### config.mk
export PLATFORM = sky130hd
export DESIGN_NAME = stream_merge2
export DESIGN_NICKNAME = d
export VERILOG_FILES = /design/src/rtl/stream_merge2_pkg.sv /design/src/rtl/stream_merge2_rr_arb2.sv /design/src/rtl/stream_merge2.sv
export SDC_FILE = /design/constraint.sdc
export NUM_CORES = 1
export LEC_CHECK = 0
export BUFFER_PORTS_ARGS = -buffer_cell sky130_fd_sc_hd__buf_2
export CORE_UTILIZATION = 40
export CTS_CLUSTER_SIZE = 40
export DETAILED_ROUTE_END_ITERATION = 10
export GPL_ROUTABILITY_DRIVEN = 0
export PLACE_DENSITY = 0.82
export SYNTH_ARGS = -nofsm -noshare
export SYNTH_HDL_FRONTEND = slang
export SYNTH_SLANG_ARGS = --single-unit
### constraint.sdc
create_clock -name clk -period 1.6 [get_ports clk]
set_clock_uncertainty 0.2 [all_clocks]
set_input_delay 0.08 -clock clk [delete_from_list [all_inputs] [get_ports clk]]
set_output_delay 0.08 -clock clk [all_outputs]
set_load 0.02 [all_outputs]
### src/rtl/stream_merge2_pkg.sv
// Shared types for the two-input round-robin stream merger.
// Source index encoding and the arbitration pointer reset value.
package stream_merge2_pkg;

   typedef enum logic {
      SRC_D0 = 1'b0,
      SRC_D1 = 1'b1
   } src_e;

   // Pointer starts at d1 so that d0 wins the first contention.
   localparam src_e RST_LAST_GRANT = SRC_D1;

endpackage

### src/rtl/stream_merge2_rr_arb2.sv
// Two-requester round-robin arbiter that owns the last_grant pointer.
// The pointer moves only when the caller reports a completed transfer.
module rr_arb2
   import stream_merge2_pkg::*;
(
   input  logic       clk,
   input  logic       rst_n,
   input  logic [1:0] req,
   input  logic       advance,
   output src_e       grant,
   output logic       gnt_valid
);

   src_e last_grant;

   always_comb begin
      gnt_valid = req[0] | req[1];
      grant     = last_grant;
      case (req)
         2'b01:   grant = SRC_D0;
         2'b10:   grant = SRC_D1;
         2'b11:   grant = (last_grant == SRC_D0) ? SRC_D1 : SRC_D0;
         default: grant = last_grant;
      endcase
   end

   always_ff @(posedge clk or negedge rst_n) begin
      if (!rst_n) begin
         last_grant <= RST_LAST_GRANT;
      end else if (advance) begin
         last_grant <= grant;
      end
   end

endmodule

### src/rtl/stream_merge2.sv
// Round-robin 2:1 stream merger with a single-entry registered output stage.
// Define STREAM_MERGE2_COUNT_EN to add per-source accepted-word counters cnt0/cnt1.
module stream_merge2
   import stream_merge2_pkg::*;
#(
   parameter int WIDTH = 8,
   parameter int CNT_W = 16
) (
   input  logic             clk,
   input  logic             rst_n,
   input  logic [WIDTH-1:0] d0,
   input  logic             d0_valid,
   output logic             d0_ready,
   input  logic [WIDTH-1:0] d1,
   input  logic             d1_valid,
   output logic             d1_ready,
   output logic             sel,
   output logic [WIDTH-1:0] z,
   output logic             z_valid,
   input  logic             z_ready,
   output logic             z_src
`ifdef STREAM_MERGE2_COUNT_EN
   ,
   output logic [CNT_W-1:0] cnt0,
   output logic [CNT_W-1:0] cnt1
`endif
);

   if (WIDTH < 1 || CNT_W < 1) begin : g_bad_param
      $error("stream_merge2: WIDTH and CNT_W must be positive");
   end

   src_e             grant;
   logic             gnt_valid;
   logic             accept;
   logic             xfer;
   logic [WIDTH-1:0] gnt_data;

   logic [WIDTH-1:0] z_p0;
   src_e             src_p0;
   logic             vld_p0;

   rr_arb2 u_arb (
      .clk       (clk),
      .rst_n     (rst_n),
      .req       ({d1_valid, d0_valid}),
      .advance   (xfer),
      .grant     (grant),
      .gnt_valid (gnt_valid)
   );

   // Output slot can take a new word whenever it is empty or being drained.
   assign accept   = !vld_p0 || z_ready;
   assign xfer     = accept && gnt_valid;
   assign d0_ready = accept && d0_valid && (grant == SRC_D0);
   assign d1_ready = accept && d1_valid && (grant == SRC_D1);
   assign sel      = grant;
   assign gnt_data = (grant == SRC_D1) ? d1 : d0;

   // Stage p0: output register
   always_ff @(posedge clk or negedge rst_n) begin
      if (!rst_n) begin
         z_p0   <= '0;
         src_p0 <= SRC_D0;
         vld_p0 <= 1'b0;
      end else if (xfer) begin
         z_p0   <= gnt_data;
         src_p0 <= grant;
         vld_p0 <= 1'b1;
      end else if (z_ready) begin
         vld_p0 <= 1'b0;
      end
   end

   assign z       = z_p0;
   assign z_src   = src_p0;
   assign z_valid = vld_p0;

`ifdef STREAM_MERGE2_COUNT_EN
   always_ff @(posedge clk or negedge rst_n) begin
      if (!rst_n) begin
         cnt0 <= '0;
         cnt1 <= '0;
      end else begin
         if (d0_ready) cnt0 <= cnt0 + CNT_W'(1);
         if (d1_ready) cnt1 <= cnt1 + CNT_W'(1);
      end
   end
`endif

endmodule

======== After elaboration in Yosys (flattened, before gate mapping) ========
Cells that the tools add are included.
cells by class
  equality and inequality tests ........... 3
  multiplexer cells ....................... 5
  bitwise gates (word level) .............. 2
  reduce and logical (&&, ||, !) cells .... 8
operators by type and width
  operator            count
  $mux 8              1
  $logic_and 1x1->1   5
  $eq 2x2->1 const B  2
  $mux 1              3
  $pmux 1 s3          1
  $eq 2x1->1 const B  1
  $reduce_bool 2->1   1
  $logic_not 1->1     1
  $logic_or 1x1->1    1
  $not 1->1           1
  $or 1x1->1          1
storage, ports and cells
  register bits after elaboration ......... 11
  input bits .............................. 21
  output and inout bits ................... 13
  word-level logic and storage cells ...... 22

======== Longest topological paths before layout ========
Gate-level depths: netlist of run 1.
  depth after elaboration ................. 4
  depth in mapped cells ................... 5
  depth with buffers taken out ............ 3

======== Modules after synthesis ========
A second synthesis of run 1 with hierarchy kept.
second synthesis, totals
  cell total of the unflattened synthesis .. 50
  area, all modules ....................... 559.3 sq um
modules (own cells, without submodules)
  module         instances  cells an instance  area each (sq um)
  stream_merge2  1          44                 501.7
  rr_arb2        1          6                  57.6

======== Least setup slack after synthesis of run 1 ========
OpenSTA, ideal clock, no wires.
  path type ............................... reg-to-output
  from .................................... register u_arb.last_grant
  to ...................................... output port d0_ready
  arrival ................................. 1348 ps
  slack ................................... -28 ps
  cell stages (with the launch flop) ...... 5
  cells stage by stage .................... dfstp_2 and2_1 clkbuf_1 nor2_1 nor2_1
on the way
  longest elaborated chain between the ends .. 4
ends and longest elaborated chain
  item                      RTL line                     RTL
  start: declaration        stream_merge2_rr_arb2.sv:14  src_e last_grant;
  start signal: assignment  stream_merge2_rr_arb2.sv:31  last_grant <= grant;
  $mux 1                    stream_merge2_rr_arb2.sv:22  2'b11: grant = (last_grant == SRC_D0) ? SRC_D1 : SRC_D0;
  $pmux 1 s3 *              stream_merge2_rr_arb2.sv:19  case (req)
  via sel                   stream_merge2.sv:17          output logic sel,
  $not 1->1 *               stream_merge2.sv:55          assign d0_ready = accept && d0_valid && (grant == SRC_D0);
  $logic_and 1x1->1 *       stream_merge2.sv:55
  end: declaration          stream_merge2.sv:13          output logic d0_ready,
The timed path passes the listed nets; every way through them passes the cells marked *.

======== Worst setup path after layout of run 1 ========
  from .................................... register u_arb.last_grant
  to ...................................... output port d0_ready
on the way
  longest elaborated chain between the ends .. 4
ends and longest elaborated chain
  item                 RTL line
  $mux 1               stream_merge2_rr_arb2.sv:22
  $pmux 1 s3 *         stream_merge2_rr_arb2.sv:19
  $not 1->1 *          stream_merge2.sv:55
  $logic_and 1x1->1 *  stream_merge2.sv:55
Mark *: on every way between the ends. The rest lies on a longest branch, timed or not.

==> results of run 1 <==
==> flip-flops by register name, indices dropped and copies added, names as in the netlist <==
signal	count
z_src	1
z	8
z_valid	1
u_arb.last_grant	1
==> metal layers <==
metal  vias up  track usage, %  wire length [um]
li1        341               -                 -
met1       343           28.87               697
met2        35           45.08               985
met3         6           8.523               114
met4         0           8.621                31
met5         -               0                 0
==> layout make-up <==
class,count,area [um2]
multi-input cells,47,271.5
fillers,97,337.8
flip-flops and latches,11,276.5
well taps,15,18.77
repair buffers,55,386.6
clock buffers,4,26.28
==> placed cells by master, fill, tap and decap left out <==
| cell type | instances |
|---|---|
| buf_2 | 31 |
| dlygate4sd3_1 | 19 |
| dfrtp_1 | 10 |
| a21oi_1 | 9 |
| a31oi_1 | 9 |
| nand3_1 | 8 |
| o21ai_0 | 8 |
| buf_4 | 4 |
| nor2_2 | 3 |
| clkbuf_4 | 3 |
| and2_4 | 2 |
| nand2_1 | 2 |
| nand2b_2 | 1 |
| and3_4 | 1 |
| or2_1 | 1 |
| nand2b_1 | 1 |
| or2_2 | 1 |
| a21o_1 | 1 |
| clkbuf_1 | 1 |
| buf_6 | 1 |
| dfstp_2 | 1 |
==> what timing repair did <==
item	CTS	global route
gates resized for setup	5	4
buffers inserted	1	0
hold buffers	19	0
setup endpoints to repair	3	3
pin swaps	1	1
hold endpoints to repair	21	0
==> per-stage QoR <==
stage	worst slack [ns]	hold WS [ns]	cell area (um2)	power (mW)
floorplan	0.04684	-0.4156	569.3	0.5742
global placement	0.1393	-0.2429	733.2	0.6773
detailed placement	0.1073	-0.2369	733.2	0.6899
CTS	0.008695	0.01124	967.2	0.9273
global route	-0.01780	0.04170	979.7	0.9832
finish	0.03491	0.005105	979.7	0.9337
==> worst reg2reg max path: stages (launching register included) <==
cell and delay (ns):
dfstp_2 0.58, and2_4 0.16, buf_4 0.14, o21ai_0 0.13, a31oi_1 0.21
==> cell families (layout without fill, tap and decap cells) <==
logic type      count (synthesis)  in the layout  share of synthesized area, %
compound gates                 27             27                         26.27
simple gates                   20             20                         18.77
flops                          11             11                         48.79
buf+inv                         5             59                         6.180
==> worst max-delay path by stage <==
stage | from | end
finish | u_arb.last_grant | d0_ready
global route | u_arb.last_grant | d0_ready
CTS | u_arb.last_grant | d0_ready
detailed placement | u_arb.last_grant | d0_ready
global placement | u_arb.last_grant | d0_ready
floorplan | u_arb.last_grant | d0_ready
==> power by group through the flow <==
stage	Sequential, mW	Combinational (mW)	Clock [mW]
after floorplan	0.432	0.143	0
after global placement	0.368	0.309	0
after detailed placement	0.373	0.317	0
after CTS	0.371	0.364	0.192
after global routing	0.375	0.405	0.203
final	0.371	0.374	0.188
==> reports/qor.yml, run 1 <==
cts.sinks: 11
cts_buffer_depth: 2
syn_area_um2: 566.8
coreArea_um2: 1318
antenna_cells: 0
post-route-util_pct: 74.36
synth_cell_type_count: 18
p_int_mw: 0.5958
crit_path_top_delay_cell: "dfstp_2"
finalSetupTns_ns: 0
async_reset_ff_share_pct: 100.0
synth-edff-count: 0
synthCells: 63
path_cells: "and2_4, nor2_2, nor2_2, buf_6"
status: "complete, no violations"
cts.htree.levels: 1
ios: 34
dp.cells: 108
drive_gt1_share_pct: 41.03
drv_cap: 0
critPathBufInv: 1
drc_errors: 0
worst_ep_arrival_time_ns: 1.29
setup_viol_count_final: 0
critical_path_class: "flip-flop to output port"
syn_to_final_growth_pct: 72.85
clock_latency_ns: 0.27
tightest_slew_ns: 0.3296
post-route-period-util_pct: 97.82
cp_max_fo: 6
avgViaCountPerCell: 5.492
cp-end-kind: "output port"
slew_violations: 0
grt_pass1_vias: 617
cp_data_required_time_ns: 1.32
drtAntennaViolNets: 0
ys_ff_latch: 11
synth_nets: 84
worst-path-stages: 4
routedWlPerCell_um: 13.86
grt_first_pass_wirelength_um: 2580
grt_usage_pct: 25.83
initial_core_util_pct: 43.02
finalHoldViolations: 0
comb_power_share_pct: 40.1
cpMostUsedCell: "nor2_2"
path_clk_slew_ns: 0.07
instances_no_fill: 132
dieWidth_um: 39.64
timing.rr.start: "u_arb.last_grant"
drt-total-wl_um: 1829
ys.flop_type: "dfrtp_1"
swShare_pct: 36.19
synth_top_area_share_pct: 44.15
leakagePower_nw: 0.4516
synth_area_leaders: "dfrtp_1, a31oi_1, a21oi_1, nand3_1, o21ai_0"
timing.final.crit_period_ns: 1.565
max_slew_margin_pct: 78.03
fmax_mhz: 638.9
fp-row-count: 13
cts_tree: "yes"
yosys_warnings: 0
cpLargestDelayFamily: "flip-flops"
nets: 139
grt_max_degree: 12
numCtsBuffers: 3
syn_area_per_cell_um2: 8.997
reg2reg_slack_ns: 0.10
die_area_um2: 1571
ys_seq_area_share_pct: 48.79
hpwl_um: 1155
critPathMaxStageDelay_ns: 0.58
synth_commonest_cells: "dfrtp_1, a21oi_1, a31oi_1, nand3_1, o21ai_0"
r2r_cells: 4
power.switching_mw: 0.3379
drt-initial-drc-count: 25
synth_most_common_cell: "dfrtp_1"
grt_antenna_before_repair: 0
overflow: 0
r2r-end: "z[2]"
drtPass1Iterations: 4
p_clk_share_pct: 20.1
p_per_area_nw_per_um2: 953.1
start_kind: "flip-flop"
portBuffers: 33
cts-root-buf: "clkbuf_4"
yosysTopAreaCell: "dfrtp_1"
vdd_ir_drop_max_mv: 0.7273
p_seq_share_pct: 39.8
vias: 725
die-height_um: 39.64
hp-class: "input pin to async pin"
Note: power is estimated with default switching activity, not from simulation.
==> run 2, diff against run 1 <==
--- a/config.mk
+++ b/config.mk
@@ -11,6 +11,7 @@
 export DETAILED_ROUTE_END_ITERATION = 10
 export GPL_ROUTABILITY_DRIVEN = 0
 export PLACE_DENSITY = 0.82
+export SLEW_MARGIN = 30
 export SYNTH_ARGS = -nofsm -noshare
 export SYNTH_HDL_FRONTEND = slang
 export SYNTH_SLANG_ARGS = --single-unit
==> constraint.sdc (replaced) <==
create_clock -name clk -period 1.5 [get_ports clk]
set_clock_uncertainty 0.2 [all_clocks]
set_input_delay 0.075 -clock clk [delete_from_list [all_inputs] [get_ports clk]]
set_output_delay 0.075 -clock clk [all_outputs]
set_load 0.02 [all_outputs]
==> reports/qor.yml, run 2 (synthesis results as in run 1) <==
fillers: 81
routedWlPerCell_um: 15.37
initial_core_util_pct: 43.02
whs_ns: 0.003533
largest_reg_flops: 8
finalPower_mw: 1.030
grt_max_degree: 12
grt_pass1_vias: 685
drive_gt1_share_pct: 42.02
cts_buffer_depth: 2
portBuffers: 33
cts_tree: "yes"
drv_cap: 0
cts-root-buf: "clkbuf_4"
finalHoldViolations: 0
finalWorstSetupSlack_ns: -0.07113
cpMostUsedCell: "nor2_2"
vias: 786
reg2reg_slack_ns: -0.07
met3_usage_pct: 3.977
fin_area_um2: 1002
place_area_um2: 743.2
setup_viol_count_final: 10
dieWidth_um: 39.64
start_kind: "flip-flop"
drtPass1Iterations: 4
antenna_cells: 0
slew_violations: 0
timing.rr.start: "u_arb.last_grant"
grt_antenna_before_repair: 0
use_met2_pct: 47.54
cpLargestDelayFamily: "flip-flops"
crit_path_top_delay_cell: "dfstp_2"
cts.sinks: 11
syn_to_final_growth_pct: 76.82
critical_path_class: "flip-flop to output port"
use_met1_pct: 29.31
clock_latency_ns: 0.26
cp_data_required_time_ns: 1.22
post-route-util_pct: 76.07
critPathBufInv: 1
timing.final.crit_period_ns: 1.571
top_usage_layer: "met2"
drt-initial-drc-count: 36
vdd_ir_drop_max_mv: 0.5372
overflow: 0
worst_ep_arrival_time_ns: 1.30
ios: 34
drc_errors: 0
nets: 141
drtAntennaViolNets: 0
rsz0062_at_grt: "true"
violations: "setup timing"
die_area_um2: 1571
die-height_um: 39.64
drt-total-wl_um: 2060
grt_usage_pct: 26.95
r2r-end: "z[1]"
cp_max_fo: 6
path_cells: "and2_4, nor2_2, nor2_2, buf_6"
hpwl_um: 1121
path_clk_slew_ns: 0.08
coreArea_um2: 1318
p_per_area_nw_per_um2: 1027
avgViaCountPerCell: 5.866
numCtsBuffers: 3
max_slew_margin_pct: 76.34
fp-row-count: 13
r2r_cells: 5
fmax_mhz: 636.5
tightest_slew_ns: 0.3549
final_cell_mix: "buf_2, dlygate4sd3_1, dfrtp_1"
grt_first_pass_wirelength_um: 2801
leakagePower_nw: 0.4636
post-route-period-util_pct: 104.7
cts.htree.levels: 1
cp-end-kind: "output port"
status: "finished with violations"
place_ws_ns: 0.04993
final_common_cell: "buf_2"
critPathMaxStageDelay_ns: 0.59
worst-path-stages: 4
startpoint: "u_arb.last_grant"
critPathCapture: "d0_ready"
hp-class: "input pin to async pin"
==> run 2: layer usage <==
metal / vias up / wire length (um)
met3: 20 / 115
met2: 60 / 1064
met1: 365 / 798
met4: 0 / 82
li1: 341 / -
met5: - / 0
==> run 2: area by class of cell <==
| cell class | instances | area [um2] | share of cell area, % |
|---|---|---|---|
| multi-input cells | 47 | 271.5 | 27.09 |
| repair buffers | 57 | 409.1 | 40.82 |
| clock buffers | 4 | 26.28 | 2.622 |
| flip-flops and latches | 11 | 276.5 | 27.59 |
| well taps | 15 | 18.77 | 1.873 |
==> run 2: worst min-delay path by stage <==
stage	slack, ns	startpoint	to	cells past startpoint
4_1_cts	-0.18	d0_valid	u_arb.last_grant	2
5_1_grt	0.03	rst_n	z[1]	2
2_1_floorplan	-0.42	rst_n	z[0]	0
3_3_place_gp	-0.24	rst_n	z_valid	1
3_5_place_dp	-0.24	rst_n	z_valid	1
6_report	0.004	rst_n	z[7]	2
==> run 2: power breakdown <==
part / switching, mW / total (mW) / internal, mW
registers: 0.0379 / 0.396 / 0.358
clock network: 0.108 / 0.211 / 0.103
logic: 0.238 / 0.423 / 0.185
==> run 2: worst reg2reg max path, stage by stage (launching register included) <==
cell and delay [ns]:
dfstp_2 0.59, and2_4 0.17, buf_4 0.10, buf_6 0.11, o21ai_0 0.11, a31oi_1 0.22
==> run 2: timing repair <==
item                                    in CTS  in global routing
hold buffers                                17                  2
pin swaps                                    1                  1
hold endpoints to repair                    21                  2
setup buffers                                1                  1
gates cloned                                 0                  0
resized for setup                            8                  2
endpoints found under the setup margin       3                  8
==> run 2: metrics by stage <==
stage / cells / setup TNS, ns
floorplan: 63 / 0
finish: 134 / -0.2423
detailed placement: 109 / 0
CTS: 131 / -0.08333
global route: 134 / -0.9327
global placement: 109 / 0
==> run 3, diff against run 2 <==
--- a/config.mk
+++ b/config.mk
@@ -6,12 +6,12 @@
 export NUM_CORES = 1
 export LEC_CHECK = 0
 export BUFFER_PORTS_ARGS = -buffer_cell sky130_fd_sc_hd__buf_2
+export CAP_MARGIN = 0
 export CORE_UTILIZATION = 40
 export CTS_CLUSTER_SIZE = 40
 export DETAILED_ROUTE_END_ITERATION = 10
 export GPL_ROUTABILITY_DRIVEN = 0
-export PLACE_DENSITY = 0.82
-export SLEW_MARGIN = 30
+export PLACE_DENSITY = 0.75
 export SYNTH_ARGS = -nofsm -noshare
 export SYNTH_HDL_FRONTEND = slang
 export SYNTH_SLANG_ARGS = --single-unit
==> reports/qor.yml, run 3 (synthesis results as in run 1) <==
drtPass1Iterations: 4
cp_data_required_time_ns: 1.22
cts_buffer_depth: 2
cts.htree.levels: 1
rsz0062_at_grt: "true"
multi_input_area_um2: 271.5
drt-initial-drc-count: 22
leakagePower_nw: 0.4480
whs_ns: -0.1923
critPathMaxStageDelay_ns: 0.57
use_met2_pct: 36.89
worst_ep_arrival_time_ns: 1.25
clock_latency_ns: 0.26
critPathBufInv: 1
routedWlPerCell_um: 13.50
timing.final.crit_period_ns: 1.522
overflow: 0
ios: 34
path_clk_slew_ns: 0.06
hp-class: "input pin to flip-flop"
violations: "hold timing, setup timing"
vdd_ir_drop_max_mv: 0.8377
final_cell_mix: "buf_2, dlygate4sd3_1, dfrtp_1"
tightest_slew_ns: 0.3404
vias: 688
cts_tree: "yes"
finalPower_mw: 0.9965
grt_max_degree: 12
p_per_area_nw_per_um2: 1030
start_kind: "flip-flop"
cts.sinks: 11
cp_max_fo: 5
grt_first_pass_wirelength_um: 2394
portBuffers: 33
drv_cap: 0
fp-row-count: 13
max_slew_margin_pct: 77.31
path_cells: "and2_4, nor2_2, nor2_2, buf_4"
antenna_cells: 0
finalHoldViolations: 8
avgViaCountPerCell: 5.252
top_usage_layer: "met2"
instances_no_fill: 131
setup_viol_count_final: 1
fillers: 106
use_met1_pct: 29.68
coreArea_um2: 1318
die-height_um: 39.64
status: "finished with violations"
cpMostUsedCell: "nor2_2"
holdBufCountCts: 17
drc_errors: 0
dp.cells: 108
die_area_um2: 1571
critical_path_class: "flip-flop to output port"
place_ws_ns: 0.01412
reg2reg_slack_ns: 0.08
post-route-period-util_pct: 101.5
drive_gt1_share_pct: 42.24
met3_usage_pct: 7.955
finalWorstSetupSlack_ns: -0.02240
hpwl_um: 1076
slew_violations: 0
cp-end-kind: "output port"
numCtsBuffers: 3
grt_usage_pct: 23.72
drtAntennaViolNets: 0
cts-root-buf: "clkbuf_4"
fmax_mhz: 656.9
cpLargestDelayFamily: "flip-flops"
final_common_cell: "buf_2"
syn_to_final_growth_pct: 70.64
seqCellArea_um2: 276.5
grt_antenna_before_repair: 0
crit_path_top_delay_cell: "dfstp_2"
drt-total-wl_um: 1768
grt_pass1_vias: 526
nets: 138
initial_core_util_pct: 43.02
dieWidth_um: 39.64
largest_reg_flops: 8
## run 3: cell count changes in the layout (fill, tap and decap cells not counted), sizes merged
cell	previous run	this run
buf	38	37
dlygate4sd3	19	17
## run 3: worst reg2reg max path: stages, from the launching register on
cell	delay (ns)
dfstp_2	0.57
and2_4	0.15
buf_4	0.14
o21ai_0	0.09
a31oi_1	0.20
## run 3: final cells by class
cell class              instances  share of cell area, %
clock buffers                   4                  2.717
multi-input cells              47                  28.07
flip-flops and latches         11                  28.59
well taps                      15                  1.940
repair buffers                 54                  38.68
## run 3: routing by layer
| layer | vias to the layer above | routed length (um) |
|---|---|---|
| met4 | 0 | 41 |
| met2 | 28 | 923 |
| li1 | 340 | - |
| met1 | 316 | 719 |
| met5 | - | 0 |
| met3 | 4 | 83 |
## run 3: per-stage QoR
| stage | hold WS, ns | area [um2] | setup TNS (ns) | utilization, % |
|---|---|---|---|---|
| 6_report | -0.1923 | 967.2 | -0.02240 | 73.41 |
| 3_5_place_dp | -0.2452 | 735.7 | 0 | 55.84 |
| 3_3_place_gp | -0.2468 | 735.7 | 0 | 55.84 |
| 5_1_grt | -0.1951 | 967.2 | -0.1698 | 73.41 |
| 2_1_floorplan | -0.4206 | 571.8 | 0 | - |
| 4_1_cts | -0.1987 | 967.2 | -0.04187 | 73.41 |
## run 3: final timing paths
kind	endpoint	cells past startpoint	startpoint
max	d0_ready	4	u_arb.last_grant
max in group asynchronous	u_arb.last_grant	2	rst_n
min in group asynchronous	z[5]	2	rst_n
min reg2reg	z_src	1	z_src
max reg2reg	z[2]	4	u_arb.last_grant
min	u_arb.last_grant	2	d0_valid
## run 3: where the power goes
part	internal (mW)	switching, mW
logic	0.178	0.225
registers	0.358	0.0345
clock network	0.103	0.0985
total	0.639	0.358
## run 3: repair_timing
| action | in CTS | in global routing |
|---|---|---|
| buffers inserted | 2 | 0 |
| hold endpoints to repair | 21 | 2 |
| pin swaps | 1 | 0 |
| resized for setup | 8 | 0 |
| endpoints found under the setup margin | 4 | 3 |
